**config.mk**
```make
export PLATFORM = sky130hd
export DESIGN_NAME = ccip_tx_flow_steer_flat
export DESIGN_NICKNAME = d
export VERILOG_FILES = /design/src/rtl/ccip_tx_flow_steer_if.sv /design/src/rtl/ccip_tx_flow_steer.sv /design/src/flat_wrapper.sv
export SDC_FILE = /design/constraint.sdc
export NUM_CORES = 2
export LEC_CHECK = 0
export ABC_AREA = 1
export CORE_MARGIN = 8
export CORE_UTILIZATION = 52
export DETAILED_ROUTE_END_ITERATION = 7
export PLACE_DENSITY_LB_ADDON = 0.08
export RECOVER_POWER = 25
export SLEW_MARGIN = 15
export SYNTH_ARGS = -nofsm -noshare
export SYNTH_HDL_FRONTEND = slang
export SYNTH_SLANG_ARGS = --single-unit
```
**constraint.sdc**
```tcl
create_clock -name clk -period 36.8 [get_ports clk]
set_input_delay 7.36 -clock clk [delete_from_list [all_inputs] [get_ports clk]]
set_output_delay 7.36 -clock clk [all_outputs]
set_load 0.005 [all_outputs]
```
**src/rtl/ccip_tx_flow_steer_if.sv**
```systemverilog
// RPC handshake bundle between the NIC RPC pipeline, the flow steering stage and the
// CCI-P transmitter. The slave modport is the steering block; the master modport is its environment.
interface ccip_tx_flow_steer_if #(
  parameter int RPC_WIDTH         = 512,
  parameter int LMAX_NUM_OF_FLOWS = 1,
  parameter int LCONN_ID_WIDTH    = 16
);
  logic [RPC_WIDTH-1:0]         rpc_in;
  logic                         rpc_in_valid;
  logic [LCONN_ID_WIDTH-1:0]    rpc_conn_id_in;
  logic                         rpc_in_ready;
  logic                         ccip_tx_ready;
  logic [RPC_WIDTH-1:0]         rpc_out;
  logic                         rpc_out_valid;
  logic [LMAX_NUM_OF_FLOWS-1:0] rpc_flow_id_out;

  modport slave (
    input  rpc_in, rpc_in_valid, rpc_conn_id_in, ccip_tx_ready,
    output rpc_in_ready, rpc_out, rpc_out_valid, rpc_flow_id_out
  );

  modport master (
    output rpc_in, rpc_in_valid, rpc_conn_id_in, ccip_tx_ready,
    input  rpc_in_ready, rpc_out, rpc_out_valid, rpc_flow_id_out
  );
endinterface

```
**src/rtl/ccip_tx_flow_steer.sv**
```systemverilog
// Buffers incoming RPCs in a small FIFO, tags each with a TX flow ID (conn-ID or round-robin)
// and forwards one per cycle to the CCI-P transmitter; drains and counts drops while start is low.
module ccip_tx_flow_steer #(
  parameter int RPC_WIDTH         = 512,
  parameter int LMAX_NUM_OF_FLOWS = 1,
  parameter int LCONN_ID_WIDTH    = 16,
  parameter int LIN_FIFO_DEPTH    = 2
) (
  input  logic                         clk,
  input  logic                         reset,
  input  logic [LMAX_NUM_OF_FLOWS-1:0] number_of_flows,
  input  logic                         steer_mode,
  input  logic                         start,
  ccip_tx_flow_steer_if.slave          bus,
  output logic [31:0]                  fwd_cnt_out,
  output logic [31:0]                  drop_cnt_out
);
  localparam int L     = LMAX_NUM_OF_FLOWS;
  localparam int DEPTH = 1 << LIN_FIFO_DEPTH;

  typedef struct packed {
    logic [LCONN_ID_WIDTH-1:0] conn;
    logic [RPC_WIDTH-1:0]      rpc;
  } entry_t;

  entry_t                    mem_q [DEPTH];
  logic [LIN_FIFO_DEPTH-1:0] wr_ptr_q, wr_ptr_d, rd_ptr_q, rd_ptr_d;
  logic [LIN_FIFO_DEPTH:0]   count_q, count_d;
  logic                      stage_vld_q, stage_vld_d;
  logic [RPC_WIDTH-1:0]      stage_rpc_q, stage_rpc_d;
  logic [L-1:0]              stage_flow_q, stage_flow_d;
  logic [L-1:0]              rr_q, rr_d;
  logic                      out_vld_q, out_vld_d;
  logic [RPC_WIDTH-1:0]      rpc_out_q, rpc_out_d;
  logic [L-1:0]              flow_q, flow_d;
  logic [31:0]               fwd_cnt_q, fwd_cnt_d, drop_cnt_q, drop_cnt_d;

  logic   fifo_full, fifo_empty, in_ready, accept, push, pop, fwd_pop;
  entry_t head;

  // Conn-ID steering: fold an out-of-range index once, else fall back to flow 0.
  function automatic logic [L-1:0] conn_flow(input logic [L-1:0] idx, input logic [L-1:0] nf);
    logic [L:0] folded;
    folded = {1'b0, idx} - ({1'b0, nf} + (L+1)'(1));
    if (idx <= nf)                 return idx;
    else if (folded <= {1'b0, nf}) return folded[L-1:0];
    else                           return '0;
  endfunction

  assign fifo_full  = count_q[LIN_FIFO_DEPTH];
  assign fifo_empty = (count_q == '0);
  assign head       = mem_q[rd_ptr_q];

  // NOTE: every signal assigned in always_comb gets a default first so no path leaves it unassigned and infers a latch.
  always_comb begin
    in_ready     = start ? ~fifo_full : 1'b1;
    accept       = bus.rpc_in_valid & in_ready;
    push         = accept & start;
    pop          = ~fifo_empty & (~start | bus.ccip_tx_ready);
    fwd_pop      = pop & start;
    wr_ptr_d     = wr_ptr_q + LIN_FIFO_DEPTH'(push);
    rd_ptr_d     = rd_ptr_q + LIN_FIFO_DEPTH'(pop);
    count_d      = count_q + (LIN_FIFO_DEPTH+1)'(push) - (LIN_FIFO_DEPTH+1)'(pop);
    stage_vld_d  = fwd_pop;
    stage_rpc_d  = stage_rpc_q;
    stage_flow_d = stage_flow_q;
    rr_d         = rr_q;
    if (fwd_pop) begin
      stage_rpc_d = head.rpc;
      if (!steer_mode) begin
        stage_flow_d = conn_flow(head.conn[L-1:0], number_of_flows);
      end else if (rr_q > number_of_flows) begin
        stage_flow_d = '0;
        rr_d         = (number_of_flows == '0) ? '0 : L'(1);
      end else begin
        stage_flow_d = rr_q;
        rr_d         = (rr_q == number_of_flows) ? '0 : rr_q + L'(1);
      end
    end
    out_vld_d  = stage_vld_q;
    rpc_out_d  = stage_vld_q ? stage_rpc_q  : rpc_out_q;
    flow_d     = stage_vld_q ? stage_flow_q : flow_q;
    fwd_cnt_d  = fwd_cnt_q + 32'(stage_vld_q);
    // While stopped, an accepted RPC and a drained entry can both land in one cycle.
    drop_cnt_d = drop_cnt_q + 32'(accept & ~start) + 32'(pop & ~start);
  end

  // NOTE: the payload store has no reset; emptiness is tracked by count_q, so stale contents are never read.
  always_ff @(posedge clk) begin
    if (push) mem_q[wr_ptr_q] <= '{conn: bus.rpc_conn_id_in, rpc: bus.rpc_in};
  end

  // NOTE: sequential state uses non-blocking assignments so every flop samples pre-edge values.
  always_ff @(posedge clk or posedge reset) begin
    if (reset) begin
      wr_ptr_q     <= '0;
      rd_ptr_q     <= '0;
      count_q      <= '0;
      stage_vld_q  <= 1'b0;
      stage_rpc_q  <= '0;
      stage_flow_q <= '0;
      rr_q         <= '0;
      out_vld_q    <= 1'b0;
      rpc_out_q    <= '0;
      flow_q       <= '0;
      fwd_cnt_q    <= '0;
      drop_cnt_q   <= '0;
    end else begin
      wr_ptr_q     <= wr_ptr_d;
      rd_ptr_q     <= rd_ptr_d;
      count_q      <= count_d;
      stage_vld_q  <= stage_vld_d;
      stage_rpc_q  <= stage_rpc_d;
      stage_flow_q <= stage_flow_d;
      rr_q         <= rr_d;
      out_vld_q    <= out_vld_d;
      rpc_out_q    <= rpc_out_d;
      flow_q       <= flow_d;
      fwd_cnt_q    <= fwd_cnt_d;
      drop_cnt_q   <= drop_cnt_d;
    end
  end

  assign bus.rpc_in_ready    = in_ready;
  assign bus.rpc_out         = rpc_out_q;
  assign bus.rpc_out_valid   = out_vld_q;
  assign bus.rpc_flow_id_out = flow_q;
  assign fwd_cnt_out         = fwd_cnt_q;
  assign drop_cnt_out        = drop_cnt_q;
endmodule

```
**src/flat_wrapper.sv**
```systemverilog
// flat-port wrapper written by rule: the top's interface ports become plain ports
module ccip_tx_flow_steer_flat 
#(
  parameter int RPC_WIDTH         = 512,
  parameter int LMAX_NUM_OF_FLOWS = 1,
  parameter int LCONN_ID_WIDTH    = 16,
  parameter int LIN_FIFO_DEPTH    = 2
)
  (clk, reset, number_of_flows, steer_mode, start, fwd_cnt_out, drop_cnt_out, bus_rpc_in, bus_rpc_in_valid, bus_rpc_conn_id_in, bus_ccip_tx_ready, bus_rpc_in_ready, bus_rpc_out, bus_rpc_out_valid, bus_rpc_flow_id_out);
  ccip_tx_flow_steer_if #(.RPC_WIDTH(RPC_WIDTH), .LMAX_NUM_OF_FLOWS(LMAX_NUM_OF_FLOWS), .LCONN_ID_WIDTH(LCONN_ID_WIDTH)) bus_i ();
  input  logic clk;
  input  logic reset;
  input  logic [LMAX_NUM_OF_FLOWS-1:0] number_of_flows;
  input  logic steer_mode;
  input  logic start;
  output logic [31:0] fwd_cnt_out;
  output logic [31:0] drop_cnt_out;
  input wire logic [$bits(bus_i.rpc_in)-1:0] bus_rpc_in;
  input wire logic [$bits(bus_i.rpc_in_valid)-1:0] bus_rpc_in_valid;
  input wire logic [$bits(bus_i.rpc_conn_id_in)-1:0] bus_rpc_conn_id_in;
  input wire logic [$bits(bus_i.ccip_tx_ready)-1:0] bus_ccip_tx_ready;
  output wire logic [$bits(bus_i.rpc_in_ready)-1:0] bus_rpc_in_ready;
  output wire logic [$bits(bus_i.rpc_out)-1:0] bus_rpc_out;
  output wire logic [$bits(bus_i.rpc_out_valid)-1:0] bus_rpc_out_valid;
  output wire logic [$bits(bus_i.rpc_flow_id_out)-1:0] bus_rpc_flow_id_out;
  assign bus_i.rpc_in = bus_rpc_in;
  assign bus_i.rpc_in_valid = bus_rpc_in_valid;
  assign bus_i.rpc_conn_id_in = bus_rpc_conn_id_in;
  assign bus_i.ccip_tx_ready = bus_ccip_tx_ready;
  assign bus_rpc_in_ready = bus_i.rpc_in_ready;
  assign bus_rpc_out = bus_i.rpc_out;
  assign bus_rpc_out_valid = bus_i.rpc_out_valid;
  assign bus_rpc_flow_id_out = bus_i.rpc_flow_id_out;
  ccip_tx_flow_steer #(.RPC_WIDTH(RPC_WIDTH), .LMAX_NUM_OF_FLOWS(LMAX_NUM_OF_FLOWS), .LCONN_ID_WIDTH(LCONN_ID_WIDTH), .LIN_FIFO_DEPTH(LIN_FIFO_DEPTH)) u_core (.clk(clk), .reset(reset), .number_of_flows(number_of_flows), .steer_mode(steer_mode), .start(start), .bus(bus_i), .fwd_cnt_out(fwd_cnt_out), .drop_cnt_out(drop_cnt_out));
endmodule
```
======== Yosys cells after proc, flatten, opt, wreduce, memory -nomap -nowiden ========
Memory sizes are Yosys's and may differ from the RTL's.
Index checks and enable logic that the tools add are counted.
word-level totals
  bits in registers ....................... 1100
  bits in writable memories ............... 2112
  bits of input ports ..................... 535
  output and inout port bits .............. 579
  logic and storage cells ................. 50
  memories kept ........................... 1
cells by class
  add/subtract/negate cells ............... 10
  order comparisons ....................... 3
  equal/unequal tests ..................... 1
  muxes and demuxes ....................... 10
  bitwise operators ....................... 11
  reduce and logical (&&, ||, !) cells .... 2
memory list
  memory        words  bits a word  rd ports  clocked after memory_dff  wr ports  RTL line                  source
  u_core.mem_q  4      528          1         0                         1         ccip_tx_flow_steer.sv:26  entry_t mem_q [DEPTH];
operators by type and width
  kind                                                            count
  32-bit adder                                                    2
  1-bit by 32-bit AND with 32-bit output                          2
  32-bit by 1-bit adder with 32-bit output                        1
  1-bit inverter with 32-bit output                               1
  1-bit 2-to-1 mux                                                10
  2-bit by 1-bit adder with 2-bit output                          2
  1-bit AND                                                       4
  3-bit by 1-bit adder with 3-bit output                          1
  3-bit zero test                                                 1
  1-bit inverter                                                  3
  3-bit by 1-bit subtractor with 3-bit output                     1
  1-bit by 1-bit adder with 2-bit output (second input constant)  1
  2-bit by 1-bit less-or-equal comparator with 1-bit output       1
  2-bit AND reduction                                             1
  1-bit by 2-bit subtractor with 2-bit output                     1
  1-bit adder (second input constant)                             1
  1-bit equality test                                             1
  1-bit > comparator                                              1
  1-bit less-or-equal comparator                                  1
  1-bit bitwise OR                                                1

======== Logic depth before layout (Yosys ltp) ========
  depth in word-level cells ............... 6
  gate-level depth with buffers ........... 13
  depth with buffers taken out ............ 13

======== Worst setup path before layout ========
Ideal clock, no wire load.
  path type ............................... input -> register
  from .................................... input port bus_rpc_in_valid
  to ...................................... memory u_core.mem_q[0][0] (netlist name) (enable)
  library setup time ...................... 2.021 ns
  arrival time ............................ 41.973 ns
  required time ........................... 34.779 ns
  slack ................................... -7.194 ns
  cell stages on the path ................. 2
  path buffers ............................ 0
  cell sequence ........................... nand3_1 nor3_1
on the way
  cells in the longest elaborated chain, start to end .. 4
ends and longest elaborated chain
  item                                    RTL line                  source
  from (decl)                             flat_wrapper.sv:19        input wire logic [$bits(bus_i.rpc_in_valid)-1:0] bus_rpc_in_valid;
  1-bit AND                               ccip_tx_flow_steer.sv:57  accept = bus.rpc_in_valid & in_ready;
  1-bit AND                               ccip_tx_flow_steer.sv:58  push = accept & start;
  1-bit 2-to-1 mux                        ccip_tx_flow_steer.sv:90  if (push) mem_q[wr_ptr_q] <= '{conn: bus.rpc_conn_id_in, rpc: bus.rpc_in};
  1-bit 2-to-1 mux (implied by the code)  ccip_tx_flow_steer.sv:90
  to (decl)                               ccip_tx_flow_steer.sv:26
Every way passes these cells.

======== Worst setup path after layout ========
  from .................................... input port start
  to ...................................... output port bus_rpc_in_ready
on the way
  cells in the longest elaborated chain, start to end .. 1
ends and longest elaborated chain
  item              RTL line                  source
  from (decl)       flat_wrapper.sv:15        input logic start;
  1-bit 2-to-1 mux  ccip_tx_flow_steer.sv:56  in_ready = start ? ~fifo_full : 1'b1;
  to (decl)         flat_wrapper.sv:22        output wire logic [$bits(bus_i.rpc_in_ready)-1:0] bus_rpc_in_ready;
Every way passes these cells.

==> flow_metrics.tcl <==
set metrics [dict create \
    routed-via-count 73900 \
    detailedRoute.firstIterationViolations 5397 \
    critical_path.slowest_cell "clkdlybuf4s50_1" \
    setup_tns_ns 0 \
    core_area_mm2 0.227 \
    grt_util_all_layers_pct 25.1 \
    place.port_buffers 1098 \
    place.gp.congestion 0.835 \
    synth_cell_types 24 \
    cts_hold_buf 0 \
    post-cts-setup-buffers 0 \
    synthesis_warnings 0 \
    cts_root_buf "clkbuf_16" \
    layout-area-overhead-vs-synth_pct 20.9 \
    crit_path_start_kind "input pin" \
    grt_pass1_wl_um 462000 \
    clk_transition_reported_paths_ns 0.06 \
    crit_path_dat_ns 8.90 \
    synth-edff-count 2052 \
    net_count_of_the_mapped_netlist 9783 \
    detail_route.first_pass.iterations 6 \
    final_max_slew_viol_count 536 \
    layout.core_utilization_pct 63.1 \
    yosys-top-cells-count "edfxtp_1, nand2_1, nor2_1" \
    cpLargestDelayFamily "buffers and inverters" \
    synthesis.area_mm2 0.119 \
    outcome "finished with violations" \
    slew_headroom_pct -180 \
    unrepaired_setup_endpoints_after_global_routing "false" \
    fp.dieW_um 493 \
    antenna_violations_before_repair 274 \
    critPathCaptureType "primary output" \
    p_leak_nw 54.7 \
    antenna_violating_nets_post_route 0 \
    hold_path_class "reg2reg" \
    floorplan.rows 175 \
    final-setup-viol-count 0 \
    yosysMostFrequentCell "edfxtp_1" \
    timing.fmax_ghz 0.0615 \
    timing.clock.skew_ns 0.0808 \
    hold_viol_final 0 \
    drt-total-wl_um 315000 \
    htree_num_levels 5 \
    violations "max-capacitance violations, max-slew violations" \
    globalRoute.totalOverflow 0 \
    design_area_mm2 0.143 \
    post-place-cells 12900 \
    beginning_of_the_worst_hold_path "u_core.stage_rpc_q[477]$_DFFE_PP0P_" \
    synth_xor_area_share_pct 0.251 \
    cts_tree "built" \
    worstPathRequired_ns 29.44 \
    dominant_cells_by_area_after_synthesis "edfxtp_1, dfrtp_1, nand2_1" \
    synthCells 9239 \
    p_per_area_mw_per_mm2 78.7 \
    post_synth_and_or_nand_nor_area_fraction_pct 10.9 \
    startpoint "start" \
    nFillCells 17100 \
    synth-seq-cells 3152 \
    worst_path_most_repeated_cell "clkdlybuf4s50_1" \
    irDropWorstVdd_uv 63.6 \
    first_global_vias 71200 \
    main_combinational_cell_family_by_area_after_synthesis "simple AND/OR/NAND/NOR gates" \
    most_frequently_used_flop_master_after_synthesis "edfxtp_1" \
    largest_net_degree_at_the_start_of_global_routing 268 \
    synth.avg_cell_area_um2 12.8 \
    die_y_um 493 \
    yosys.area.top_type "edfxtp_1" \
    tightestPinTransition_ns 4.21 \
    vias_per_cell 5.41 \
    post_synth_mux_area_share_pct 4.87 \
    path_cells "clkdlybuf4s50_1 -> nand2_1 -> clkdlybuf4s50_1" \
    synth_adder_area_share_pct 0.108 \
    die-area_mm2 0.244 \
    detail_route.wl_per_cell_um 23.1 \
    fraction_of_final_layout_cells_with_drive_strength_greater_than_1_pct 10.3 \
    layout_min_cycle_time_ns 16.26 \
    async_reset_ff_share_pct 34.9 \
    post_cts_resized 0 \
    io_pins 1114 \
    finalCritPeriodShare_pct 44.2 \
    final_nets 10800 \
    clock_sink_count 3152 \
    compound_gate_portion_of_the_synthesized_area_pct 6.51 \
    drc 0 \
    r2r_startpoint "u_core.out_vld_d$_DFF_PP0_" \
    drv.max_cap_violation_count 11 \
    max_stage_delay_ns 0.79 \
    initial_utilization_pct 52.2 \
    synth_sequential_area_ratio_pct 75.2 \
    ctsLongestPathBuffers 4 \
    clock_latency_ns 0.96 \
    yosys.area.top_type_share_pct 52.0 \
    dp.final_hpwl_um 190000 \
    tritoncts.num_buffers 335 \
    worst-path-buf-inv 2 \
    crit_type "in2out" \
    dpl_cell_area_mm2 0.132 \
    finish.cell_count_without_fillers 13700 \
    critical_path.max_fanout 6 \
]
-- cells in the final DEF (no fill, tap or decap), drive strengths merged, types with 88 or more instances in the layout --
| master | count |
|---|---|
| clkbuf | 496 |
| dfrtp | 1100 |
| buf | 88 |
| nor2 | 1634 |
| o21ai | 1539 |
| nand2 | 1747 |
| dlygate4sd3 | 314 |
| clkdlybuf4s50 | 784 |
| edfxtp | 2052 |
| diode | 126 |
| mux2 | 513 |
-- final cells by class --
cell class,instances,area [µm²],share of cell area (%)
sequential,3152,89200,62.2
clock inverter,114,1550,1.08
inverter,56,241,0.169
timing repair buffer,1196,11900,8.31
multi-input combinational,5520,26900,18.8
tap,3009,3760,2.63
clock buffer,486,9480,6.61
antenna,126,315,0.220
-- final timing paths --
path,to,slack [ns],depth (start not counted)
max reg2reg,u_core.bus.rpc_out[478]$_DFFE_PP0P_,24.13,5
min,u_core.bus.rpc_out[477]$_DFFE_PP0P_,0.45,1
min reg2reg,u_core.bus.rpc_out[477]$_DFFE_PP0P_,0.45,1
min in group asynchronous,u_core.fwd_cnt_out[6]$_DFF_PP0_,6.98,2
max,bus_rpc_in_ready,20.54,3
max in group asynchronous,u_core.stage_rpc_q[74]$_DFFE_PP0P_,25.89,6
-- report_power, final --
| group | switching (mW) | internal, mW |
|---|---|---|
| Combinational | 1.71 | 1.28 |
| Sequential | 0.424 | 4.50 |
| Clock | 1.32 | 2.04 |
| Total | 3.45 | 7.82 |
-- worst reg2reg max path, cell delays in order, from the launching register on --
cell and delay [ns]:
dfrtp_1 1.76, clkbuf_1 2.73, clkbuf_1 2.17, clkbuf_1 2.33, clkbuf_1 2.96, mux2_2 0.57
-- state kept, by name (all words and copies together) (netlist names) --
name and flops:
u_core.mem_q 2052, u_core.bus.rpc_out 512, u_core.stage_rpc_q 512, u_core.drop_cnt_out 32
u_core.fwd_cnt_out 32, u_core.count_q 3, u_core.rd_ptr_q 2, u_core.wr_ptr_q 2
u_core.bus.rpc_flow_id_out 1, u_core.bus.rpc_out_valid 1, u_core.out_vld_d 1, u_core.rr_q 1
u_core.stage_flow_q 1
-- through the flow --
step                      worst slack, ns  hold WS (ns)  total power [mW]
after floorplan                     -7.19         0.376              6.86
after global placement              20.58         0.457              7.90
after detailed placement            20.54         0.459              7.99
after CTS                           20.54         0.459              11.4
after global routing                20.50         0.472              11.9
final                               20.54         0.451              11.3
-- logic make-up (layout without fill, tap and decap cells) --
kind of cell / count (synthesis) / count (layout)
xor+xnor: 34 / 34
simple gates: 3423 / 3423
compound gates: 1541 / 1541
fa+ha+maj: 9 / 9
other cells: 0 / 126
mux: 513 / 513
flops: 3152 / 3152
buf+inv: 567 / 1852
-- layer usage --
| layer | share of wire (%) | wire length, µm | track usage (%) | up-vias |
|---|---|---|---|---|
| li1 | - | - | - | 34100 |
| met1 | 39 | 124000 | 31.4 | 36700 |
| met2 | 47 | 147000 | 39.2 | 2265 |
| met3 | 8.8 | 27800 | 8.72 | 733 |
| met4 | 4.8 | 15000 | 12.4 | 130 |
| met5 | 0.26 | 817 | 0 | - |
No activity file was read; power rests on OpenSTA's default activity.
